### src/rtl/pwm_ramp_ctrl_if.sv
// Configuration handshake between the CPU/config register block and pwm_ramp_ctrl.
interface pwm_ramp_ctrl_if #(
  parameter int unsigned WIDTH = 16
);
  logic             cfg_valid;
  logic             cfg_ready;
  logic [WIDTH-1:0] cfg_period;
  logic [WIDTH-1:0] cfg_duty;
  logic [WIDTH-1:0] cfg_step;

  modport master (
    output cfg_valid, cfg_period, cfg_duty, cfg_step,
    input  cfg_ready
  );

  modport slave (
    input  cfg_valid, cfg_period, cfg_duty, cfg_step,
    output cfg_ready
  );
endinterface

### src/rtl/pwm_ramp_ctrl.sv
// PWM duty/period sequencer: applies shadow config at period boundaries and ramps duty to target.
// Optional macro PWM_DUTY_CLAMP_EN clamps the applied target duty to the applied period.
module pwm_ramp_ctrl #(
  parameter int unsigned WIDTH          = 16,
  parameter int unsigned DEFAULT_PERIOD = 1000,
  parameter int unsigned RAMP_DIV       = 1
) (
  input  logic             clk,
  input  logic             rst_n,
  input  logic             enable_i,
  pwm_ramp_ctrl_if.slave   cfg_if,
  output logic [WIDTH-1:0] period_o,
  output logic [WIDTH-1:0] duty_cycle_o,
  output logic             period_start_o,
  output logic             busy_o,
  output logic             ramp_done_o
);

  localparam int unsigned DIV_W = (RAMP_DIV > 1) ? $clog2(RAMP_DIV) : 1;
  localparam logic [DIV_W-1:0] DIV_LAST = DIV_W'(RAMP_DIV - 1);

  typedef enum logic [1:0] {
    S_IDLE,
    S_RAMP,
    S_RUN
  } state_t;

  state_t           state_q;
  logic [WIDTH-1:0] cnt_q;
  logic [WIDTH-1:0] period_q;
  logic [WIDTH-1:0] duty_q;
  logic [WIDTH-1:0] target_q;
  logic [WIDTH-1:0] step_q;
  logic [DIV_W-1:0] div_q;
  logic [WIDTH-1:0] pend_period_q;
  logic [WIDTH-1:0] pend_duty_q;
  logic [WIDTH-1:0] pend_step_q;
  logic             pend_valid_q;
  logic             cfg_ready_q;
  logic             period_start_q;
  logic             busy_q;
  logic             ramp_done_q;

  logic             boundary;
  logic             accept;
  logic             apply;
  logic [WIDTH-1:0] goal;
  logic [WIDTH-1:0] pend_target;
  logic [WIDTH:0]   up_sum;
  logic [WIDTH:0]   dn_dif;
  logic [WIDTH-1:0] duty_d;

  // period_q - 1 wraps to all-ones for period 0, matching the PWM's 2^WIDTH period.
  assign boundary = (cnt_q == (period_q - WIDTH'(1)));
  assign accept   = cfg_if.cfg_valid && cfg_ready_q;
  // pend_valid_q rises the cycle after acceptance, so a boundary coinciding with it is skipped.
  assign apply    = boundary && pend_valid_q;
  assign goal     = enable_i ? target_q : '0;

`ifdef PWM_DUTY_CLAMP_EN
  assign pend_target = (pend_duty_q > pend_period_q) ? pend_period_q : pend_duty_q;
`else
  assign pend_target = pend_duty_q;
`endif

  always_comb begin
    up_sum = {1'b0, duty_q} + {1'b0, step_q};
    dn_dif = {1'b0, duty_q} - {1'b0, step_q};
    duty_d = goal;
    if (step_q != '0) begin
      if (duty_q < goal) begin
        if (up_sum < {1'b0, goal}) duty_d = up_sum[WIDTH-1:0];
      end else if (duty_q > goal) begin
        if (!dn_dif[WIDTH] && (dn_dif[WIDTH-1:0] > goal)) duty_d = dn_dif[WIDTH-1:0];
      end
    end
  end

  always_ff @(posedge clk or negedge rst_n) begin
    if (!rst_n) begin
      state_q        <= S_IDLE;
      cnt_q          <= '0;
      period_q       <= WIDTH'(DEFAULT_PERIOD);
      duty_q         <= '0;
      target_q       <= '0;
      step_q         <= '0;
      div_q          <= '0;
      pend_period_q  <= '0;
      pend_duty_q    <= '0;
      pend_step_q    <= '0;
      pend_valid_q   <= 1'b0;
      cfg_ready_q    <= 1'b1;
      period_start_q <= 1'b0;
      busy_q         <= 1'b0;
      ramp_done_q    <= 1'b0;
    end else begin
      period_start_q <= boundary;
      ramp_done_q    <= 1'b0;
      cnt_q          <= boundary ? '0 : cnt_q + WIDTH'(1);

      if (accept) begin
        pend_period_q <= cfg_if.cfg_period;
        pend_duty_q   <= cfg_if.cfg_duty;
        pend_step_q   <= cfg_if.cfg_step;
        pend_valid_q  <= 1'b1;
        cfg_ready_q   <= 1'b0;
      end

      unique case (state_q)
        S_IDLE: begin
          if (goal != '0) begin
            state_q <= S_RAMP;
            busy_q  <= 1'b1;
            div_q   <= '0;
          end
        end
        S_RUN: begin
          if (goal != duty_q) begin
            state_q <= S_RAMP;
            busy_q  <= 1'b1;
            div_q   <= '0;
          end
        end
        S_RAMP: begin
          if (boundary) begin
            if (div_q == DIV_LAST) begin
              div_q  <= '0;
              duty_q <= duty_d;
              if (duty_d == goal) begin
                ramp_done_q <= 1'b1;
                busy_q      <= 1'b0;
                state_q     <= (goal != '0) ? S_RUN : S_IDLE;
              end
            end else begin
              div_q <= div_q + DIV_W'(1);
            end
          end
        end
        default: state_q <= S_IDLE;
      endcase

      // Applying a config restarts the divider even if the ramp branch above advanced it.
      if (apply) begin
        period_q     <= pend_period_q;
        target_q     <= pend_target;
        step_q       <= pend_step_q;
        div_q        <= '0;
        pend_valid_q <= 1'b0;
        cfg_ready_q  <= 1'b1;
      end
    end
  end

  assign cfg_if.cfg_ready = cfg_ready_q;
  assign period_o         = period_q;
  assign duty_cycle_o     = duty_q;
  assign period_start_o   = period_start_q;
  assign busy_o           = busy_q;
  assign ramp_done_o      = ramp_done_q;

endmodule

### src/flat_wrapper.sv
// flat-port wrapper written by rule: the top's interface ports become plain ports
module pwm_ramp_ctrl_flat 
#(
  parameter int unsigned WIDTH          = 16,
  parameter int unsigned DEFAULT_PERIOD = 1000,
  parameter int unsigned RAMP_DIV       = 1
)
  (clk, rst_n, enable_i, period_o, duty_cycle_o, period_start_o, busy_o, ramp_done_o, cfg_if_cfg_valid, cfg_if_cfg_period, cfg_if_cfg_duty, cfg_if_cfg_step, cfg_if_cfg_ready);
  pwm_ramp_ctrl_if #(.WIDTH(WIDTH)) cfg_if_i ();
  input  logic clk;
  input  logic rst_n;
  input  logic enable_i;
  output logic [WIDTH-1:0] period_o;
  output logic [WIDTH-1:0] duty_cycle_o;
  output logic period_start_o;
  output logic busy_o;
  output logic ramp_done_o;
  input wire logic [$bits(cfg_if_i.cfg_valid)-1:0] cfg_if_cfg_valid;
  input wire logic [$bits(cfg_if_i.cfg_period)-1:0] cfg_if_cfg_period;
  input wire logic [$bits(cfg_if_i.cfg_duty)-1:0] cfg_if_cfg_duty;
  input wire logic [$bits(cfg_if_i.cfg_step)-1:0] cfg_if_cfg_step;
  output wire logic [$bits(cfg_if_i.cfg_ready)-1:0] cfg_if_cfg_ready;
  assign cfg_if_i.cfg_valid = cfg_if_cfg_valid;
  assign cfg_if_i.cfg_period = cfg_if_cfg_period;
  assign cfg_if_i.cfg_duty = cfg_if_cfg_duty;
  assign cfg_if_i.cfg_step = cfg_if_cfg_step;
  assign cfg_if_cfg_ready = cfg_if_i.cfg_ready;
  pwm_ramp_ctrl #(.WIDTH(WIDTH), .DEFAULT_PERIOD(DEFAULT_PERIOD), .RAMP_DIV(RAMP_DIV)) u_core (.clk(clk), .rst_n(rst_n), .enable_i(enable_i), .cfg_if(cfg_if_i), .period_o(period_o), .duty_cycle_o(duty_cycle_o), .period_start_o(period_start_o), .busy_o(busy_o), .ramp_done_o(ramp_done_o));
endmodule
### config.mk
export PLATFORM = sky130hd
export DESIGN_NAME = pwm_ramp_ctrl_flat
export DESIGN_NICKNAME = d
export VERILOG_FILES = /design/src/rtl/pwm_ramp_ctrl_if.sv /design/src/rtl/pwm_ramp_ctrl.sv /design/src/flat_wrapper.sv
export SDC_FILE = /design/constraint.sdc
export NUM_CORES = 1
export LEC_CHECK = 0
export CAP_MARGIN = 20
export CORE_UTILIZATION = 25
export DETAILED_ROUTE_END_ITERATION = 12
export GPL_ROUTABILITY_DRIVEN = 1
export SLEW_MARGIN = 25
export SYNTH_ARGS = -nofsm -noshare
export SYNTH_HDL_FRONTEND = slang
export SYNTH_SLANG_ARGS = --single-unit
export TNS_END_PERCENT = 20
### constraint.sdc
create_clock -name clk -period 5.3 [get_ports clk]
set_clock_uncertainty 0.15 [all_clocks]
set_input_delay 1.325 -clock clk [delete_from_list [all_inputs] [get_ports clk]]
set_output_delay 1.325 -clock clk [all_outputs]
set_load 0.1 [all_outputs]
Yosys cells after proc, flatten, opt, wreduce, memory -nomap -nowiden
Index checks and enable logic that the tools add are counted.

cells by class
  add/sub/neg operators = 5
  $lt $le $gt $ge = 4
  equal/unequal tests = 13
  muxes and demuxes = 34
  bitwise gates (word level) = 1
  reduce and logical (&&, ||, !) cells = 14

operator list
  kind                                                                   count
  16-bit two-way mux                                                     7
  16-bit == test                                                         2
  16-bit greater-than comparator                                         2
  16-bit nonzero test                                                    2
  1-bit two-way mux                                                      18
  16-bit by 16-bit adder with 17-bit output                              1
  17-bit by 16-bit less-than comparator with 1-bit output                1
  16-bit by 16-bit subtractor with 17-bit output                         1
  16-bit by 1-bit adder with 16-bit output (second input constant)       1
  16-bit less-than comparator                                            1
  16-bit != test                                                         1
  16-bit by 1-bit subtractor with 16-bit output (second input constant)  1
  2-bit two-way mux                                                      6
  3-bit by 1-bit != test with 1-bit output (second input constant)       3
  2-bit by 1-bit != test with 1-bit output (second input constant)       4
  1-bit one-hot mux with 3 select lines                                  2
  2-bit one-hot mux with 3 select lines                                  1
  6-bit AND reduction                                                    1
  5-bit AND reduction                                                    1
  4-bit AND reduction                                                    1
  4-bit nonzero test                                                     1
  1-bit logical AND                                                      3
  3-bit AND reduction                                                    1
  3-bit nonzero test                                                     1
  8 further kinds                                                        8

storage, ports and cells
  flip-flop bits (word level) = 136
  bits of input ports = 52
  output and inout bits = 36
  word-level logic and storage cells = 86

Logic depth before layout (Yosys ltp)
Gate-level depths: netlist of run 1.

  depth after elaboration = 12
  gate-level depth with buffers = 21
  mapped depth without buffers = 18

Least setup slack after synthesis of run 1
Ideal clock, no wire load.

  path type = register to register
  start point = reg u_core.duty_q[1] (netlist: u_core.duty_cycle_o[1])
  end point = reg u_core.duty_q[15] (netlist: u_core.duty_cycle_o[15])
  library setup time = 120 ps
  arrival time = 4835 ps
  data required time = 5030 ps
  path slack = 195 ps
  stages on the path, launching flop included = 19
  path buffers = 1
  clock period less this slack = 5105 ps
  cell sequence = dfrtp_1 inv_1 fa_1 o21bai_1 and2_1 nor2_1 o31ai_1 xnor2_1 ha_1 a21oi_1 o21a_1 o211ai_1 a2111oi_1 and2_1 clkbuf_1 mux2_2 o22ai_1 a221oi_1 a21o_1

between the ends
  longest elaborated chain between the ends = 7
  elaborated cells on any way between the ends = 13
  classes of those cells = add/sub (2); order compare (4); mux (5); reduce/logical (2)

RTL lines
  item                                                                        line                  RTL
  start, declared                                                             pwm_ramp_ctrl.sv:31   logic [WIDTH-1:0] duty_q;
  start signal, assigned                                                      pwm_ramp_ctrl.sv:128  duty_q <= duty_d;
  16-bit by 16-bit subtractor with 17-bit output                              pwm_ramp_ctrl.sv:68   dn_dif = {1'b0, duty_q} - {1'b0, step_q};
  16-bit greater-than comparator / 1-bit logical NOT (equally long branches)  pwm_ramp_ctrl.sv:74   if (!dn_dif[WIDTH] && (dn_dif[WIDTH-1:0] > goal)) duty_d = dn_dif[WIDTH-1:0];
  1-bit logical AND                                                           pwm_ramp_ctrl.sv:74
  16-bit two-way mux                                                          pwm_ramp_ctrl.sv:74
  16-bit two-way mux                                                          pwm_ramp_ctrl.sv:73   end else if (duty_q > goal) begin
  16-bit two-way mux (*)                                                      pwm_ramp_ctrl.sv:71   if (duty_q < goal) begin
  16-bit two-way mux (*)                                                      pwm_ramp_ctrl.sv:70   if (step_q != '0) begin

Every way passes the cells marked *; elsewhere a longest branch is shown, timed or not.
A chain may end at the register's enable or synchronous reset.

Final worst setup path of run 1
  start point = reg u_core.step_q[8]
  end point = reg u_core.duty_q[4] (netlist: u_core.duty_cycle_o[4])

between the ends
  longest elaborated chain between the ends = 7
  elaborated cells on any way between the ends = 12
  classes of those cells = add/sub (2); order compare (2); mux (5); reduce/logical (3)

RTL lines
  item                                                                        line                  RTL
  start, declared                                                             pwm_ramp_ctrl.sv:33   logic [WIDTH-1:0] step_q;
  start signal, assigned                                                      pwm_ramp_ctrl.sv:146  step_q <= pend_step_q;
  16-bit by 16-bit subtractor with 17-bit output                              pwm_ramp_ctrl.sv:68
  16-bit greater-than comparator / 1-bit logical NOT (equally long branches)  pwm_ramp_ctrl.sv:74
  1-bit logical AND                                                           pwm_ramp_ctrl.sv:74
  16-bit two-way mux                                                          pwm_ramp_ctrl.sv:74
  16-bit two-way mux                                                          pwm_ramp_ctrl.sv:73
  16-bit two-way mux                                                          pwm_ramp_ctrl.sv:71
  16-bit two-way mux (*)                                                      pwm_ramp_ctrl.sv:70

Marked as above.

==> results.cfg, run 1 <==
[sta]
period_needed_ns = 5.11
worst_slew_pin_slew_ns = 1.03
fin_hold_ws_ns = 0.332
finalCritPeriodShare_pct = 96.4
timing.slew.headroom_pct = 31.2
setup_slack_ns = 0.189
setup_viol = 0
final.setup.tns_ns = 0
fmax_mhz = 196
slew_viol_final = 0
hold_viol_final = 0
rsz0062_at_grt = no

[clock_tree]
holdBufCountCts = 0
cts_tree = done
clock_latency_ns = 0.44
cts_sinks = 135
path_clk_slew_ns = 0.06
h-tree-depth = 4
clockBufferDepth = 2
cts_root_buffer = clkbuf_16
cts_buffers = 17

[hold_path]
hold_path.class = reg2reg
worstHoldStart = u_core.pend_period_q[3]

[floorplanning]
die_y_um = 205
dieWidth_um = 205
num_rows = 74
initial_utilization_pct = 25.3
ios = 88
coreArea_um2 = 40700
fp.dieArea_um2 = 42100

[cells_and_area]
final_cell_mix = dfrtp_1, buf_4, mux2_2, clkdlybuf4s50_1, ha_1
fin_cells = 1797
syn_to_final_growth_pct = 27.8
layout_commonest_cell = dfrtp_1
fin_nets = 1387
design_area_um2 = 13200
antennaDiodeCount = 0
drive_above_1_share_pct = 22.5
final_core_util_pct = 32.4

[detailed_routing]
firstDrtPassIters = 5
wirelength_um = 36600
drtIter0Drc = 600
route.antenna.remaining_nets = 0
vias = 9300
drc_errors = 0
wl_per_cell_um = 20.4
vias_per_cell = 5.18

[critical_path]
cp_slowest_cell = ha_1
r2r_start = u_core.step_q[8]
crit_cells = 19
cpLargestDelayFamily = compound AO/OA/AOI/OAI gates
crit_required_ns = 5.49
crit_fanout = 12
crit_chain = inv_1 -> ha_1 -> buf_4 -> or2_2 -> nor3_1 -> a21bo_2 -> nand2_1 -> a221o_1 -> ha_1 -> nand3_1 -> o21ai_0 -> o221a_2 -> a2111oi_1 -> buf_4 -> and2_1 -> o21a_1 -> buf_4 -> o22ai_1 -> o21ai_0
r2r_slack_ns = 0.19
critical_path_arrival_ns = 5.30
timing.critical_path.mode_cell = buf_4
critPathLaunch = u_core.step_q[8]
startpoint_type = register
r2r-end = u_core.duty_cycle_o[4]
path_class = reg2reg
r2r_cells = 19
path_buf_inv = 4
cp-endpoint = u_core.duty_cycle_o[4]
worst_setup_path_end_kind = register
cpPeakStageDelay_ns = 0.45

[place]
placed_cells = 1764
place_ws_ns = 0.0347
placed_area_um2 = 12500
post-dp-hpwl_um = 29000
gp_congestion = 0.964
numPortBuffers = 87

[synthesis]
syn_nets = 1215
synth.avg_cell_area_um2 = 9.55
synth_area_um2 = 10300
ys_seq_area_share_pct = 32.8
ys_seq_elements = 135
synthArstFlopShare_pct = 100
ys_types = 92
synth_edf_count = 0
syn-instance-count = 1080
ys.flop_type = dfrtp_1
synth_warnings = 0

[power]
power_density_nw_per_um2 = 187
ir_worst_vdd_mv = 0.174
leakagePower_nw = 5.76
power_mw = 2.47

[grt]
grt_pass1_vias = 9351
gr-total-overflow = 0
grt_pass1_wl_um = 55700
grt_use_total_pct = 17.7
antenna_found_initial = 0
grt_start_max_net_pins = 100

[flow_run]
maxCapViolations = 0

[outcome]
outcome = completed
[layer usage]
layer  track usage, %  part of all wire, %  up-vias
li1                 -                    -     4379
met1             23.7                   46     4568
met2             28.4                   46      288
met3             2.85                  4.7       65
met4             6.53                  3.0        0
met5                0                    0        -
[cell usage after synthesis (4+ instances only)]
library cell	n	share of area, %
a211oi_1	16	1.2
a21o_1	18	1.3
a21oi_1	62	3.0
a221oi_1	9	0.76
a22oi_1	4	0.29
a31oi_1	8	0.49
a32oi_1	5	0.42
and2_1	11	0.67
and3_1	12	0.73
buf_2	14	0.68
buf_6	6	0.65
clkbuf_1	27	0.98
dfrtp_1	128	31
dfstp_2	7	1.8
ha_1	81	9.8
inv_1	55	2.0
mux2_1	9	0.98
mux2_2	94	10
mux2i_1	12	1.2
nand2_1	53	1.9
nand2b_1	17	1.0
nand3_1	32	1.6
nand4_1	24	1.5
nor2_1	76	2.8
nor2b_1	16	0.97
nor3_1	19	0.92
nor3b_1	4	0.29
nor4_1	18	1.1
o2111ai_1	7	0.59
o211ai_1	13	0.95
o21a_1	6	0.44
o21ai_0	37	1.8
o21bai_1	5	0.36
o22ai_1	17	1.0
o311ai_0	4	0.34
o31ai_1	5	0.36
or3_1	6	0.36
xnor2_1	36	3.1
xor2_1	24	2.0
[how the worst min path moves through the flow]
stage                                endpoint  slack [ns]  depth (start not counted)
after global placement    u_core.period_o[15]        0.31                          1
after floorplan           u_core.pend_valid_q        0.30                          1
after detailed placement   u_core.period_o[2]        0.32                          1
after CTS                  u_core.period_o[3]        0.33                          1
final                      u_core.period_o[3]        0.33                          1
after global routing      u_core.period_o[15]        0.35                          1
[state kept, by name, indices dropped and copies added, names as in the netlist]
signal                   flops
u_core.busy_o                1
u_core.cfg_if.cfg_ready      1
u_core.cnt_q                16
u_core.duty_cycle_o         16
u_core.pend_duty_q          16
u_core.pend_period_q        16
u_core.pend_step_q          16
u_core.pend_valid_q          1
u_core.period_o             16
u_core.period_start_o        1
u_core.ramp_done_o           1
u_core.state_q               2
u_core.step_q               16
u_core.target_q             16
[layout make-up]
cell class | count | area [um^2]
Fill cell | 4219 | 27600
Sequential cell | 135 | 3390
Multi-Input combinational cell | 838 | 6520
Tap cell | 532 | 666
Clock inverter | 14 | 190
Clock buffer | 18 | 429
Timing Repair Buffer | 204 | 1780
Inverter | 56 | 210
[power breakdown]
part,switching (mW),internal [mW]
clock,0.508,0.755
sequential,0.0216,1.07
combinational,0.0401,0.0658
[cells by family (layout without fill, tap and decap cells)]
| family | count (synthesis) | in the layout | synth area share [%] |
|---|---|---|---|
| AND/OR/NAND/NOR | 314 | 314 | 16.4 |
| buffers and inverters | 107 | 292 | 4.57 |
| adder cells (fa/ha/maj) | 83 | 83 | 10.2 |
| flip-flops | 135 | 135 | 32.8 |
| AO/OA/AOI/OAI | 263 | 263 | 17.9 |
| multiplexers | 116 | 116 | 12.6 |
| XOR/XNOR | 62 | 62 | 5.53 |
[timing repair]
action                     in CTS  in global routing
gates resized for setup         0                 11
setup endpoints to repair       0                 16
setup buffers                   0                  1
Power figures use the tool's default switching activity.
==> run 2: changes to the inputs <==
--- a/config.mk
+++ b/config.mk
@@ -9,8 +9,9 @@
 export CORE_UTILIZATION = 25
 export DETAILED_ROUTE_END_ITERATION = 12
 export GPL_ROUTABILITY_DRIVEN = 1
+export SETUP_SLACK_MARGIN = 0.02
+export SKIP_LAST_GASP = 1
 export SLEW_MARGIN = 25
 export SYNTH_ARGS = -nofsm -noshare
 export SYNTH_HDL_FRONTEND = slang
 export SYNTH_SLANG_ARGS = --single-unit
-export TNS_END_PERCENT = 20
==> results.cfg, run 2 (same netlist as run 1, synthesis figures left out) <==
[outcome]
outcome = completed

[grt]
antenna_found_initial = 0
grt_pass1_wl_um = 55700
grt_start_max_net_pins = 100
grt_pass1_vias = 9351
gr-total-overflow = 0
grt_use_total_pct = 17.7

[cells_and_area]
layout.area.seq_um2 = 3390
syn_to_final_growth_pct = 27.9
multiInputGateArea_um2 = 6530
fin_nets = 1387
final_cell_mix = dfrtp_1, buf_4, mux2_2, clkdlybuf4s50_1, ha_1
final_core_util_pct = 32.4
drive_above_1_share_pct = 22.7
fillers = 4216
antennaDiodeCount = 0
layout_commonest_cell = dfrtp_1
design_area_um2 = 13200

[floorplanning]
dieWidth_um = 205
fp.dieArea_um2 = 42100
initial_utilization_pct = 25.3
num_rows = 74
coreArea_um2 = 40700
ios = 88
die_y_um = 205

[critical_path]
startpoint_type = register
cp_slowest_cell = ha_1
path_class = reg2reg
critical_path_arrival_ns = 5.29
crit_fanout = 12
crit_chain = inv_1 -> ha_1 -> buf_4 -> or2_2 -> nor3_1 -> a21bo_2 -> nand2_1 -> a221o_1 -> ha_1 -> nand3_1 -> o21ai_0 -> o221a_2 -> a2111oi_1 -> buf_4 -> and2_1 -> mux2_2 -> o22ai_1 -> a221oi_1 -> a21o_1
worst_setup_path_end_kind = register
crit_required_ns = 5.48
cpPeakStageDelay_ns = 0.45

[detailed_routing]
wirelength_um = 36600
firstDrtPassIters = 5
wl_per_cell_um = 20.4
drtIter0Drc = 692
drc_errors = 0
route.antenna.remaining_nets = 0
vias_per_cell = 5.19
vias = 9335

[power]
power_density_nw_per_um2 = 187
ir_worst_vdd_mv = 0.175
leakagePower_nw = 5.77

[sta]
worst_slew_pin_slew_ns = 1.03
fmax_mhz = 196
finalCritPeriodShare_pct = 96.3
period_needed_ns = 5.10
rsz0062_at_grt = no
hold_viol_final = 0
setup_viol = 0
slew_viol_final = 0
final.setup.tns_ns = 0
timing.slew.headroom_pct = 31.2

[flow_run]
maxCapViolations = 0

[clock_tree]
cts_buffers = 17
h-tree-depth = 4
path_clk_slew_ns = 0.06
cts_root_buffer = clkbuf_16
clockBufferDepth = 2
clock_latency_ns = 0.44
holdBufCountCts = 0
cts_tree = done
cts_sinks = 135

[place]
placed_area_um2 = 12500
post-dp-hpwl_um = 29000
numPortBuffers = 87
gp_congestion = 0.964

[hold_path]
hold_path.class = reg2reg
-- run 2: per-stage QoR --
step           worst slack, ns  hold slack (ns)  power [mW]  std cells
2_1_floorplan            0.195            0.301        1.15       1080
3_3_place_gp             0.149            0.310        1.22       1764
3_5_place_dp            0.0347            0.319        1.22       1764
4_1_cts                 0.0986            0.335        2.51       1796
5_1_grt                 0.0332            0.348        2.56       1797
6_report                 0.196            0.332        2.47       1797
-- run 2: where the power goes --
part | total (mW) | switching, mW | internal, mW
clock | 1.26 | 0.509 | 0.755
combinational | 0.106 | 0.0400 | 0.0658
sequential | 1.10 | 0.0216 | 1.07
total | 2.47 | 0.571 | 1.89
-- run 2: what timing repair did --
action / 4_1_cts / 5_1_grt
gates resized for setup: 0 / 13
setup endpoints to repair: 0 / 16
buffers inserted: 0 / 1
-- run 2: final timing paths --
check,from,end,slack [ns],cells after the start
setup / recovery,u_core.step_q[8],u_core.duty_cycle_o[15],0.20,19
hold / removal,u_core.pend_period_q[3],u_core.period_o[3],0.33,1
setup reg to reg,u_core.step_q[8],u_core.duty_cycle_o[15],0.20,19
hold reg to reg,u_core.pend_period_q[3],u_core.period_o[3],0.33,1
max in group asynchronous,rst_n,u_core.cfg_if.cfg_ready,3.12,2
min in group asynchronous,rst_n,u_core.cnt_q[7],0.82,1
-- run 2: final cells by class --
type	instances	share of cell area, %
Multi-Input combinational cell	838	49.5
Sequential cell	135	25.7
Timing Repair Buffer	204	13.5
Tap cell	532	5.05
Clock buffer	18	3.25
Inverter	56	1.59
Clock inverter	14	1.44
-- run 2: worst max-delay path: cells and delay by family (launching register included) --
| family | cells | cell delay (ns) |
|---|---|---|
| flip-flops | 1 | 0.44 |
| multiplexers | 1 | 0.36 |
| AND/OR/NAND/NOR | 5 | 1.08 |
| adder cells (fa/ha/maj) | 2 | 0.75 |
| AO/OA/AOI/OAI | 8 | 1.70 |
| buffers and inverters | 3 | 0.52 |
-- run 2: metal layers --
| layer | track usage [%] | vias up | share of wire (%) |
|---|---|---|---|
| met3 | 2.85 | 65 | 5.0 |
| met4 | 6.53 | 0 | 3.0 |
| met1 | 23.7 | 4590 | 46 |
| li1 | - | 4381 | - |
| met2 | 28.4 | 299 | 46 |
| met5 | 0 | - | 0 |
==> run 3: changes to the inputs <==
--- a/config.mk
+++ b/config.mk
@@ -10,8 +10,10 @@
 export DETAILED_ROUTE_END_ITERATION = 12
 export GPL_ROUTABILITY_DRIVEN = 1
 export SETUP_SLACK_MARGIN = 0.02
+export SKIP_CTS_REPAIR_TIMING = 1
 export SKIP_LAST_GASP = 1
 export SLEW_MARGIN = 25
 export SYNTH_ARGS = -nofsm -noshare
 export SYNTH_HDL_FRONTEND = slang
 export SYNTH_SLANG_ARGS = --single-unit
+export TNS_END_PERCENT = 100
==> results of run 3 <==
Final layout, timing and power as in run 2 (identical DEF).
